<file path="config.mk">
export PLATFORM = sky130hd
export DESIGN_NAME = debug_rom_ctrl_flat
export DESIGN_NICKNAME = d
export VERILOG_FILES = /design/src/rtl/debug_rom_ctrl_if.sv /design/src/rtl/debug_rom_ctrl.sv /design/src/flat_wrapper.sv
export SDC_FILE = /design/constraint.sdc
export NUM_CORES = 1
export LEC_CHECK = 0
export CORE_AREA = 3 3 53 68
export CTS_BUF_LIST = sky130_fd_sc_hd__clkbuf_8
export DETAILED_ROUTE_END_ITERATION = 10
export DIE_AREA = 0 0 56 71
export GPL_TIMING_DRIVEN = 0
export PLACE_DENSITY = 0.84
export RECOVER_POWER = 100
export SKIP_LAST_GASP = 1
export SYNTH_ARGS = -nofsm -noshare
export SYNTH_HDL_FRONTEND = slang
export SYNTH_SLANG_ARGS = --single-unit
</file>
<file path="constraint.sdc">
create_clock -name clk_i -period 4.2 [get_ports clk_i]
set_input_delay 1.26 -clock clk_i [delete_from_list [all_inputs] [get_ports clk_i]]
set_output_delay 1.26 -clock clk_i [all_outputs]
set_load 0.03 [all_outputs]
</file>
<file path="src/rtl/debug_rom_ctrl_if.sv">
// debug_rom_ctrl_if
//   Groups the debug-module control/status signals and the core fetch port of
//   debug_rom_ctrl. The _i/_o suffixes are from the controller's point of view.
//   Modports:
//     slave  - the controller (debug_rom_ctrl)
//     master - the debug module and core side that drive requests
//   Signals:
//     dm_haltreq_i, dm_resumereq_i, dm_go_i : halt/resume level, go pulse
//     dm_pb_we_i, dm_pb_addr_i, dm_pb_wdata_i : program-buffer write port
//     dm_clrerr_i                            : clears the sticky cmderr
//     dm_halted_o, dm_busy_o, dm_cmderr_o    : status
//     debug_strobe_o                         : debug-entry pulse to the core
//     mem_req_i, mem_addr_i                  : core fetch request (0xCDxx_xxxx window)
//     mem_rdata_o, mem_ready_o               : fetch response, one cycle later
interface debug_rom_ctrl_if #(
  parameter int XLEN     = 32,
  parameter int PB_WORDS = 8
);
  localparam int AW = $clog2(PB_WORDS);

  logic            dm_haltreq_i;
  logic            dm_resumereq_i;
  logic            dm_go_i;
  logic            dm_pb_we_i;
  logic [AW-1:0]   dm_pb_addr_i;
  logic [XLEN-1:0] dm_pb_wdata_i;
  logic            dm_clrerr_i;
  logic            dm_halted_o;
  logic            dm_busy_o;
  logic            dm_cmderr_o;
  logic            debug_strobe_o;
  logic            mem_req_i;
  logic [XLEN-1:0] mem_addr_i;
  logic [XLEN-1:0] mem_rdata_o;
  logic            mem_ready_o;

  modport slave (
    input  dm_haltreq_i, dm_resumereq_i, dm_go_i,
    input  dm_pb_we_i, dm_pb_addr_i, dm_pb_wdata_i, dm_clrerr_i,
    output dm_halted_o, dm_busy_o, dm_cmderr_o, debug_strobe_o,
    input  mem_req_i, mem_addr_i,
    output mem_rdata_o, mem_ready_o
  );

  modport master (
    output dm_haltreq_i, dm_resumereq_i, dm_go_i,
    output dm_pb_we_i, dm_pb_addr_i, dm_pb_wdata_i, dm_clrerr_i,
    input  dm_halted_o, dm_busy_o, dm_cmderr_o, debug_strobe_o,
    output mem_req_i, mem_addr_i,
    input  mem_rdata_o, mem_ready_o
  );
endinterface

</file>
<file path="src/rtl/debug_rom_ctrl.sv">
// debug_rom_ctrl
//   Debug ROM controller: tracks the hart's debug state and serves the debug
//   ROM window (park loop, program buffer, return jump) to the core fetch port
//   with a fixed one-cycle pipelined response.
//   Ports:
//     clk_i  - sole clock
//     rst_i  - synchronous, active-high reset
//     bus    - debug_rom_ctrl_if.slave (debug-module control/status + fetch port)
//   Build option:
//     DEBUG_PROGBUF_EN - when defined, the program buffer, go/EXEC path and the
//                        return jump exist; otherwise PB/RET offsets read as
//                        the park loop and every go is a command error.
module debug_rom_ctrl #(
  parameter int XLEN     = 32,
  parameter int PB_WORDS = 8
) (
  input logic             clk_i,
  input logic             rst_i,
  debug_rom_ctrl_if.slave bus
);
  localparam int          AW        = $clog2(PB_WORDS);
  localparam logic [11:0] PB_BASE   = 12'h100;
  localparam logic [11:0] RET_OFF   = 12'(256 + 4 * PB_WORDS);
  localparam int          RET_DIST  = 256 + 4 * PB_WORDS;
  localparam logic [31:0] INSN_LOOP = 32'h0000_006F;
  localparam logic [31:0] INSN_GO   = 32'h1000_006F;
  localparam logic [31:0] INSN_DRET = 32'h7B20_0073;
  localparam logic [31:0] INSN_NOP  = 32'h0000_0013;

  // jal x0, off
  function automatic logic [31:0] jal_x0(input logic signed [20:0] off);
    return {off[20], off[10:1], off[11], off[19:12], 5'd0, 7'h6F};
  endfunction

  localparam logic signed [20:0] RET_JUMP = 21'(-RET_DIST);
  localparam logic [31:0]        INSN_RET = jal_x0(RET_JUMP);

  typedef enum logic [2:0] {
    RUNNING, HALT_WAIT, HALTED, EXEC, EXEC_RUN, RESUMING
  } state_e;

  state_e          state_p0, state_nxt;
  logic            dret_served_p0;
  logic [11:0]     off;
  logic            fetch_park, fetch_hi;
  logic            go_ok, go_err, wr_err;
  logic [XLEN-1:0] pb_rd, rdata_d;
  logic            halted, busy;
  logic            strobe_p1, cmderr_p1, vld_p1;
  logic [XLEN-1:0] rdata_p1;

  assign off        = bus.mem_addr_i[11:0];
  assign fetch_park = bus.mem_req_i && (off == 12'h000);
  assign fetch_hi   = bus.mem_req_i && (off >= PB_BASE);

`ifdef DEBUG_PROGBUF_EN
  logic [AW-1:0]   pb_idx;
  logic            pb_wr_ok;
  logic [XLEN-1:0] pb_mem [PB_WORDS];
  logic            unused_addr;

  assign pb_idx   = AW'((off - PB_BASE) >> 2);
  assign pb_wr_ok = bus.dm_pb_we_i && (state_p0 == HALTED || state_p0 == RUNNING);
  assign wr_err   = bus.dm_pb_we_i && !pb_wr_ok;
  assign go_ok    = bus.dm_go_i && (state_p0 == HALTED);
  assign go_err   = bus.dm_go_i && (state_p0 != HALTED);
  assign unused_addr = ^bus.mem_addr_i[XLEN-1:12];

  always_comb begin
    pb_rd = XLEN'(INSN_LOOP);
    if (off >= PB_BASE && off < RET_OFF) pb_rd = pb_mem[pb_idx];
    else if (off == RET_OFF)              pb_rd = XLEN'(INSN_RET);
  end

  always_ff @(posedge clk_i) begin
    if (rst_i) begin
      for (int i = 0; i < PB_WORDS; i++) pb_mem[i] <= XLEN'(INSN_NOP);
    end else if (pb_wr_ok) begin
      pb_mem[bus.dm_pb_addr_i] <= bus.dm_pb_wdata_i;
    end
  end
`else
  logic unused_pb;

  assign wr_err    = 1'b0;
  assign go_ok     = 1'b0;
  assign go_err    = bus.dm_go_i;
  assign pb_rd     = XLEN'(INSN_LOOP);
  assign unused_pb = ^{bus.dm_pb_we_i, bus.dm_pb_addr_i, bus.dm_pb_wdata_i,
                       bus.mem_addr_i[XLEN-1:12]};
`endif

  always_ff @(posedge clk_i) begin
    if (rst_i) state_p0 <= RUNNING;
    else       state_p0 <= state_nxt;
  end

  always_comb begin
    state_nxt = state_p0;
    case (state_p0)
      RUNNING:   if (bus.dm_haltreq_i) state_nxt = HALT_WAIT;
      HALT_WAIT: if (fetch_park) state_nxt = HALTED;
      // Resume has priority over a same-cycle go.
      HALTED: begin
        if (bus.dm_resumereq_i) state_nxt = RESUMING;
        else if (go_ok)         state_nxt = EXEC;
      end
      EXEC:      if (fetch_hi) state_nxt = EXEC_RUN;
      EXEC_RUN:  if (fetch_park) state_nxt = HALTED;
      // Leave only once dret has been handed out and the core stops fetching.
      RESUMING:  if (dret_served_p0 && !bus.mem_req_i) state_nxt = RUNNING;
      default:   state_nxt = RUNNING;
    endcase
  end

  always_comb begin
    halted = 1'b0;
    busy   = 1'b0;
    case (state_p0)
      HALTED:              halted = 1'b1;
      EXEC, EXEC_RUN:      begin halted = 1'b1; busy = 1'b1; end
      HALT_WAIT, RESUMING: busy = 1'b1;
      default: ;
    endcase
  end

  // Park word depends on the state at the time of the fetch.
  always_comb begin
    rdata_d = pb_rd;
    if (off == 12'h000) begin
      case (state_p0)
        EXEC:     rdata_d = XLEN'(INSN_GO);
        RESUMING: rdata_d = XLEN'(INSN_DRET);
        default:  rdata_d = XLEN'(INSN_LOOP);
      endcase
    end
  end

  // ---- stage p0 -> p1: fetch response, strobe and error status ----
  always_ff @(posedge clk_i) begin
    if (rst_i) begin
      dret_served_p0 <= 1'b0;
      strobe_p1      <= 1'b0;
      cmderr_p1      <= 1'b0;
      vld_p1         <= 1'b0;
      rdata_p1       <= '0;
    end else begin
      dret_served_p0 <= (state_nxt == RESUMING) &&
                        (dret_served_p0 || (state_p0 == RESUMING && fetch_park));
      strobe_p1      <= (state_p0 == RUNNING) && bus.dm_haltreq_i;
      cmderr_p1      <= (go_err || wr_err) ? 1'b1 :
                        (bus.dm_clrerr_i ? 1'b0 : cmderr_p1);
      vld_p1         <= bus.mem_req_i;
      if (bus.mem_req_i) rdata_p1 <= rdata_d;
    end
  end

  assign bus.dm_halted_o    = halted;
  assign bus.dm_busy_o      = busy;
  assign bus.dm_cmderr_o    = cmderr_p1;
  assign bus.debug_strobe_o = strobe_p1;
  assign bus.mem_ready_o    = vld_p1;
  assign bus.mem_rdata_o    = rdata_p1;
endmodule

</file>
<file path="src/flat_wrapper.sv">
// flat-port wrapper written by rule: the top's interface ports become plain ports
module debug_rom_ctrl_flat 
#(
  parameter int XLEN     = 32,
  parameter int PB_WORDS = 8
)
  (clk_i, rst_i, bus_dm_haltreq_i, bus_dm_resumereq_i, bus_dm_go_i, bus_dm_pb_we_i, bus_dm_pb_addr_i, bus_dm_pb_wdata_i, bus_dm_clrerr_i, bus_dm_halted_o, bus_dm_busy_o, bus_dm_cmderr_o, bus_debug_strobe_o, bus_mem_req_i, bus_mem_addr_i, bus_mem_rdata_o, bus_mem_ready_o);
  debug_rom_ctrl_if #(.XLEN(XLEN), .PB_WORDS(PB_WORDS)) bus_i ();
  input logic clk_i;
  input logic rst_i;
  input wire logic [$bits(bus_i.dm_haltreq_i)-1:0] bus_dm_haltreq_i;
  input wire logic [$bits(bus_i.dm_resumereq_i)-1:0] bus_dm_resumereq_i;
  input wire logic [$bits(bus_i.dm_go_i)-1:0] bus_dm_go_i;
  input wire logic [$bits(bus_i.dm_pb_we_i)-1:0] bus_dm_pb_we_i;
  input wire logic [$bits(bus_i.dm_pb_addr_i)-1:0] bus_dm_pb_addr_i;
  input wire logic [$bits(bus_i.dm_pb_wdata_i)-1:0] bus_dm_pb_wdata_i;
  input wire logic [$bits(bus_i.dm_clrerr_i)-1:0] bus_dm_clrerr_i;
  output wire logic [$bits(bus_i.dm_halted_o)-1:0] bus_dm_halted_o;
  output wire logic [$bits(bus_i.dm_busy_o)-1:0] bus_dm_busy_o;
  output wire logic [$bits(bus_i.dm_cmderr_o)-1:0] bus_dm_cmderr_o;
  output wire logic [$bits(bus_i.debug_strobe_o)-1:0] bus_debug_strobe_o;
  input wire logic [$bits(bus_i.mem_req_i)-1:0] bus_mem_req_i;
  input wire logic [$bits(bus_i.mem_addr_i)-1:0] bus_mem_addr_i;
  output wire logic [$bits(bus_i.mem_rdata_o)-1:0] bus_mem_rdata_o;
  output wire logic [$bits(bus_i.mem_ready_o)-1:0] bus_mem_ready_o;
  assign bus_i.dm_haltreq_i = bus_dm_haltreq_i;
  assign bus_i.dm_resumereq_i = bus_dm_resumereq_i;
  assign bus_i.dm_go_i = bus_dm_go_i;
  assign bus_i.dm_pb_we_i = bus_dm_pb_we_i;
  assign bus_i.dm_pb_addr_i = bus_dm_pb_addr_i;
  assign bus_i.dm_pb_wdata_i = bus_dm_pb_wdata_i;
  assign bus_i.dm_clrerr_i = bus_dm_clrerr_i;
  assign bus_dm_halted_o = bus_i.dm_halted_o;
  assign bus_dm_busy_o = bus_i.dm_busy_o;
  assign bus_dm_cmderr_o = bus_i.dm_cmderr_o;
  assign bus_debug_strobe_o = bus_i.debug_strobe_o;
  assign bus_i.mem_req_i = bus_mem_req_i;
  assign bus_i.mem_addr_i = bus_mem_addr_i;
  assign bus_mem_rdata_o = bus_i.mem_rdata_o;
  assign bus_mem_ready_o = bus_i.mem_ready_o;
  debug_rom_ctrl #(.XLEN(XLEN), .PB_WORDS(PB_WORDS)) u_core (.clk_i(clk_i), .rst_i(rst_i), .bus(bus_i));
endmodule
</file>
**Yosys cells after proc, flatten, opt, wreduce, memory -nomap -nowiden**

Cells that the tools add are included.

- Flip-flop bits (word level): 39
- Latch bits: 0
- Memory bits (writable): 0
- Memory bits (read-only): 0
- Output and inout bits: 37
- Logic and storage cells: 39
- Memories kept: 0

- $add $sub $neg: 0
- $mul: 0
- Divide/modulo/power cells: 0
- Magnitude comparators: 1
- Eq/ne operators: 6
- Shift operators: 0
- Mux-type cells: 12
- Bitwise gates (word level): 0
- Reductions and logical operators: 14

Operator list:

| kind | number |
|---|---|
| one-hot mux 31 bit (2 select lines) | 1 |
| 2-to-1 mux 32 bit | 1 |
| 2-to-1 mux 3 bit | 5 |
| one-hot mux 3 bit (5 select lines) | 1 |
| greater-or-equal comparator 12 x 9 -> 1 bit (second input constant) | 1 |
| zero test 12 bit | 1 |
| == test 3 bit (second input constant) | 3 |
| == test 3 x 2 -> 1 bit (second input constant) | 2 |
| logical AND 1 bit | 6 |
| 2-to-1 mux 1 bit | 4 |
| OR reduction 4 bit | 1 |
| == test 3 x 1 -> 1 bit (second input constant) | 1 |
| zero test 3 bit | 1 |
| OR reduction 3 bit | 1 |
| nonzero test 2 bit | 1 |
| OR reduction 2 bit | 1 |
| zero test 1 bit | 1 |
| logical OR 1 bit | 1 |

**Longest topological paths before layout**

- Depth in word-level cells: 6
- Mapped depth: 5

**Worst setup path before layout**

Ideal clock, no wire load.

- Path type: input to register
- Start point: input bus_mem_addr_i[9]
- End point: register u_core.dret_served_p0
- Setup time: 0.129 ns
- Arrival: 2.285 ns
- Data required time: 4.071 ns
- Slack: 1.786 ns
- Stages on the path: 5
- Path buffers: 0
- Path through: nor4_4 -> nand4_2 -> and3b_1 -> o31a_1 -> nor3b_1

- Word-level cells in the longest chain between the ends: 6
- Elaborated cells between the ends (all ways): 11
- Classes of those cells: 1 x order compare; 1 x eq/ne; 3 x mux; 6 x reduce/logical

Ends and longest elaborated chain:

| what | RTL line | text |
|---|---|---|
| start, declared | flat_wrapper.sv:23 | `input wire logic [$bits(bus_i.mem_addr_i)-1:0] bus_mem_addr_i;` |
| greater-or-equal comparator 12 x 9 -> 1 bit / zero test 12 bit (equally long branches) | debug_rom_ctrl.sv:54, debug_rom_ctrl.sv:53 |  |
| logical AND 1 bit, on equally long branches | debug_rom_ctrl.sv:54, debug_rom_ctrl.sv:53 |  |
| 2-to-1 mux 3 bit, on equally long branches | debug_rom_ctrl.sv:108, debug_rom_ctrl.sv:102, debug_rom_ctrl.sv:109 |  |
| one-hot mux 3 bit (5 select lines) | debug_rom_ctrl.sv:100 | `case (state_p0)` |
| == test 3 bit | debug_rom_ctrl.sv:148 | `dret_served_p0 <= (state_nxt == RESUMING) &&` |
| logical AND 1 bit * | debug_rom_ctrl.sv:148 |  |
| end signal, assigned | debug_rom_ctrl.sv:148 |  |
| end, declared | debug_rom_ctrl.sv:43 | `logic dret_served_p0;` |

Every way passes the cells marked *; elsewhere a longest branch is shown, timed or not.
A chain may end at the register's enable or synchronous reset.

**Worst setup path after layout**

- Start point: register u_core.state_p0[1]
- End point: output bus_dm_halted_o

- Word-level cells in the longest chain between the ends: 3
- Elaborated cells between the ends (all ways): 5
- Classes of those cells: 3 x eq/ne; 1 x mux; 1 x reduce/logical

Ends and longest elaborated chain:

| what | RTL line | text |
|---|---|---|
| start, declared | debug_rom_ctrl.sv:42 | `state_e state_p0, state_nxt;` |
| start signal, assigned | debug_rom_ctrl.sv:95 | `else state_p0 <= state_nxt;` |
| == test 3 x 2 -> 1 bit / == test 3 bit (equally long branches) | debug_rom_ctrl.sv:119 | `case (state_p0)` |
| OR reduction 3 bit (no line) * | - |  |
| 2-to-1 mux 1 bit * | debug_rom_ctrl.sv:119 |  |
| end, declared | flat_wrapper.sv:18 | `output wire logic [$bits(bus_i.dm_halted_o)-1:0] bus_dm_halted_o;` |

Marks and branches as above.

==> out/qor.csv <==
stage,metric,value,unit
status,status,finished clean,
sta,final setup margin,1099,ps
pwr,PD cells,249.5,nW/um^2
die,# IOs,112,
cells_and_area,Post-Layout Cell Count,187,
setup_path,CP Class,flip-flop to output pin,
pwr,Static Leak,0.6080,nW
sta,Final Setup Violations,0,
synthesis,Avg Synthesized Cell Area,8.005,um^2
routing,Residual DRC,0,
setup_path,Worst path top cell family by delay,buffers and inverters,
cells_and_area,post-route cell area,1239,um^2
grt,GRT Total Usage,8.449,%
cells_and_area,share of cells above drive strength 1,21.33,%
setup_path,Crit path required time,2940,ps
routing,drt total wl,1645,um
clocking,cts hold-fix bufs,0,
die,Initial Util,23.95,%
clocking,postcts setup bufs,0,
place,dpl ws,1187,ps
synthesis,Synth Warn #,0,
worst_hold_path,HP Class,flip-flop to flip-flop,
cells_and_area,n_diodes,0,
cells_and_area,Layout area overhead,66.39,%
clocking,CTS sink cnt,11,
die,core area,3108,um^2
cells_and_area,Final Core Density,39.86,%
clocking,Longest Clk Path Bufs,2,
sta,Slew Limit Fails,0,
place,hpwl dp,1414,um
clocking,Clock Latency Late Sink,240,ps
synthesis,Post-Syn Area,744.5,um^2
setup_path,WP data arrival,1840,ps
sta,RSZ-0062 raised after global routing,false,
synthesis,"FFs w/ async S/R, synth",0,%
clocking,H-tree levels,1,
setup_path,Worst Path Max Fanout,5,
sta,Final Cycle Share,73.84,%
synthesis,Synth Instances,93,
clocking,"Clk pin slew, worst setup/hold paths",50,ps
synthesis,cell taking the most area after synthesis,dfxtp_1,
synthesis,"top cells by area, synth","dfxtp_1 (30%), buf_4 (28%), nor2_1 (7.6%), a21oi_1 (4.0%), nor4b_4 (3.2%)",
synthesis,Post-synth EDFFs,0,
grt,vias in the first global route,648,
setup_path,worst r2r src,u_core.state_p0[0],
clocking,Post-CTS Resized,0,
synthesis,Cell variety after synth,23,
synthesis,top cell type's share of synthesized area,29.58,%
routing,Antenna Nets Post-Route,0,
sta,setup TNS,0,ps
setup_path,WP depth,3,
pwr,Peak VDD IR,0.1078,mV
place,placed cell areas,1215,um^2
run,# Max-Cap Violations,0,
place,RePlAce Congestion,0.8090,
routing,via count,693,
place,placed cells,183,
clocking,CTS root buf,clkbuf_8,
worst_hold_path,hold path start,u_core.bus.dm_cmderr_o,
place,PortBufs,36,
clocking,total CTS buffers,3,
setup_path,CP startpoint kind,flip-flop,
grt,first-pass GRT wire length,2704,um
sta,hold slack,485.9,ps
synthesis,Seq cells post-synth,11,
sta,f_max,0.3224,GHz
setup_path,CP endpoint kind,output pin,
synthesis,post-synthesis sequential area ratio,29.58,%
grt,initial antenna violation count,0,
clocking,CTS tree,yes,
sta,skew final,5.412,ps
worst_hold_path,hold path depth,2,
routing,Routed wire per std cell,8.797,um
grt,GRT overflow,0,
sta,final period demand of the worst path,3101,ps
grt,pin count of the biggest net entering global routing,11,
pwr,Tot Pwr,309.0,uW
setup_path,Critical path origin,u_core.state_p0[1],
setup_path,Bufs and invs on worst path,1,
cells_and_area,Nets,226,
die,Die Wd,56,um
setup_path,"slowest stage delay, CP",730,ps
setup_path,"critical path, cell by cell",nor2b_1 > nand2b_1 > dlygate4sd3_1,
routing,drt pass-1 iters,4,
routing,vias per cell,3.706,
routing,initial DRC count,6,
setup_path,R2R depth,5,
setup_path,CP max stage cell,dlygate4sd3_1,
die,num rows,23,
sta,Final Hold Fails,0,
die,die height,71,um
die,total die area,3976,um^2
synthesis,Synth Flop Type,dfxtp_1,
==> sequential cells by signal, summed over array words and instances (netlist names) <==
signal / flops
u_core.bus.mem_rdata_o: 4
u_core.state_p0: 3
u_core.bus.debug_strobe_o: 1
u_core.bus.dm_cmderr_o: 1
u_core.bus.mem_ready_o: 1
u_core.dret_served_p0: 1
==> layout make-up <==
cell class / instances / area, um^2
Fill cell: 314 / 1869
Timing Repair Buffer: 36 / 360.3
Multi-Input combinational cell: 67 / 341.6
Sequential cell: 11 / 220.2
Buffer: 30 / 217.7
Tap cell: 37 / 46.29
Clock buffer: 3 / 41.29
Inverter: 2 / 7.507
Clock inverter: 1 / 3.754
==> kinds of logic after synthesis <==
logic type      count (synthesis)  share of synthesized area, %
other cells                     1                        0.5037
mux                             1                         1.345
flops                          11                         29.58
buf+inv                        32                         30.25
compound gates                 13                         10.25
simple gates                   35                         28.07
==> per-layer routing <==
layer | up-vias | GRT usage, % | share of wire [%]
met5 | - | 0 | 0
met4 | 0 | 3.958 | 1.6
met3 | 2 | 3.832 | 16
met2 | 50 | 12.87 | 42
met1 | 268 | 10.09 | 40
li1 | 373 | - | -
==> final timing paths <==
check | to | slack [ps]
worst max-delay path | bus_dm_halted_o | 1100
worst max register to register | u_core.dret_served_p0 | 2750
worst min register to register | u_core.bus.dm_cmderr_o | 490
worst min-delay path | u_core.bus.dm_cmderr_o | 490
==> power by group <==
group / internal, mW / switching, mW
Combinational: 0.0419 / 0.0513
Sequential: 0.108 / 0.00201
Clock: 0.0643 / 0.0411
==> synthesized netlist by cell type (2+ instances only) <==
master / number
nor3_1: 3
nand2_1: 5
nand2b_1: 3
nor2b_1: 3
o21ai_0: 3
nor2_1: 15
buf_4: 28
clkbuf_1: 2
dfxtp_1: 11
a21oi_1: 6
inv_1: 2
==> worst reg2reg max path, delay by kind of cell, from the launching register on <==
family / cells / cell delay [ps]
AO/OA/AOI/OAI: 2 / 440
flip-flops: 1 / 320
AND/OR/NAND/NOR: 2 / 260
buffers and inverters: 1 / 300
==> cells in the final DEF, fill, tap and decap left out, types with 2 or more instances in the layout <==
cell             synthesis  routed
buf_4                   28      28
dlygate4sd3_1            0      22
conb_1                   1      18
nor2_1                  15      15
clkdlybuf4s50_1          0      14
dfxtp_1                 11      11
a21oi_1                  6       6
nand2_1                  5       5
nor2b_1                  3       3
nand2b_1                 3       3
inv_1                    2       3
nor3_1                   3       3
o21ai_0                  3       3
clkbuf_8                 0       3
clkbuf_1                 2       2
Note: power is estimated with default switching activity, not from simulation.
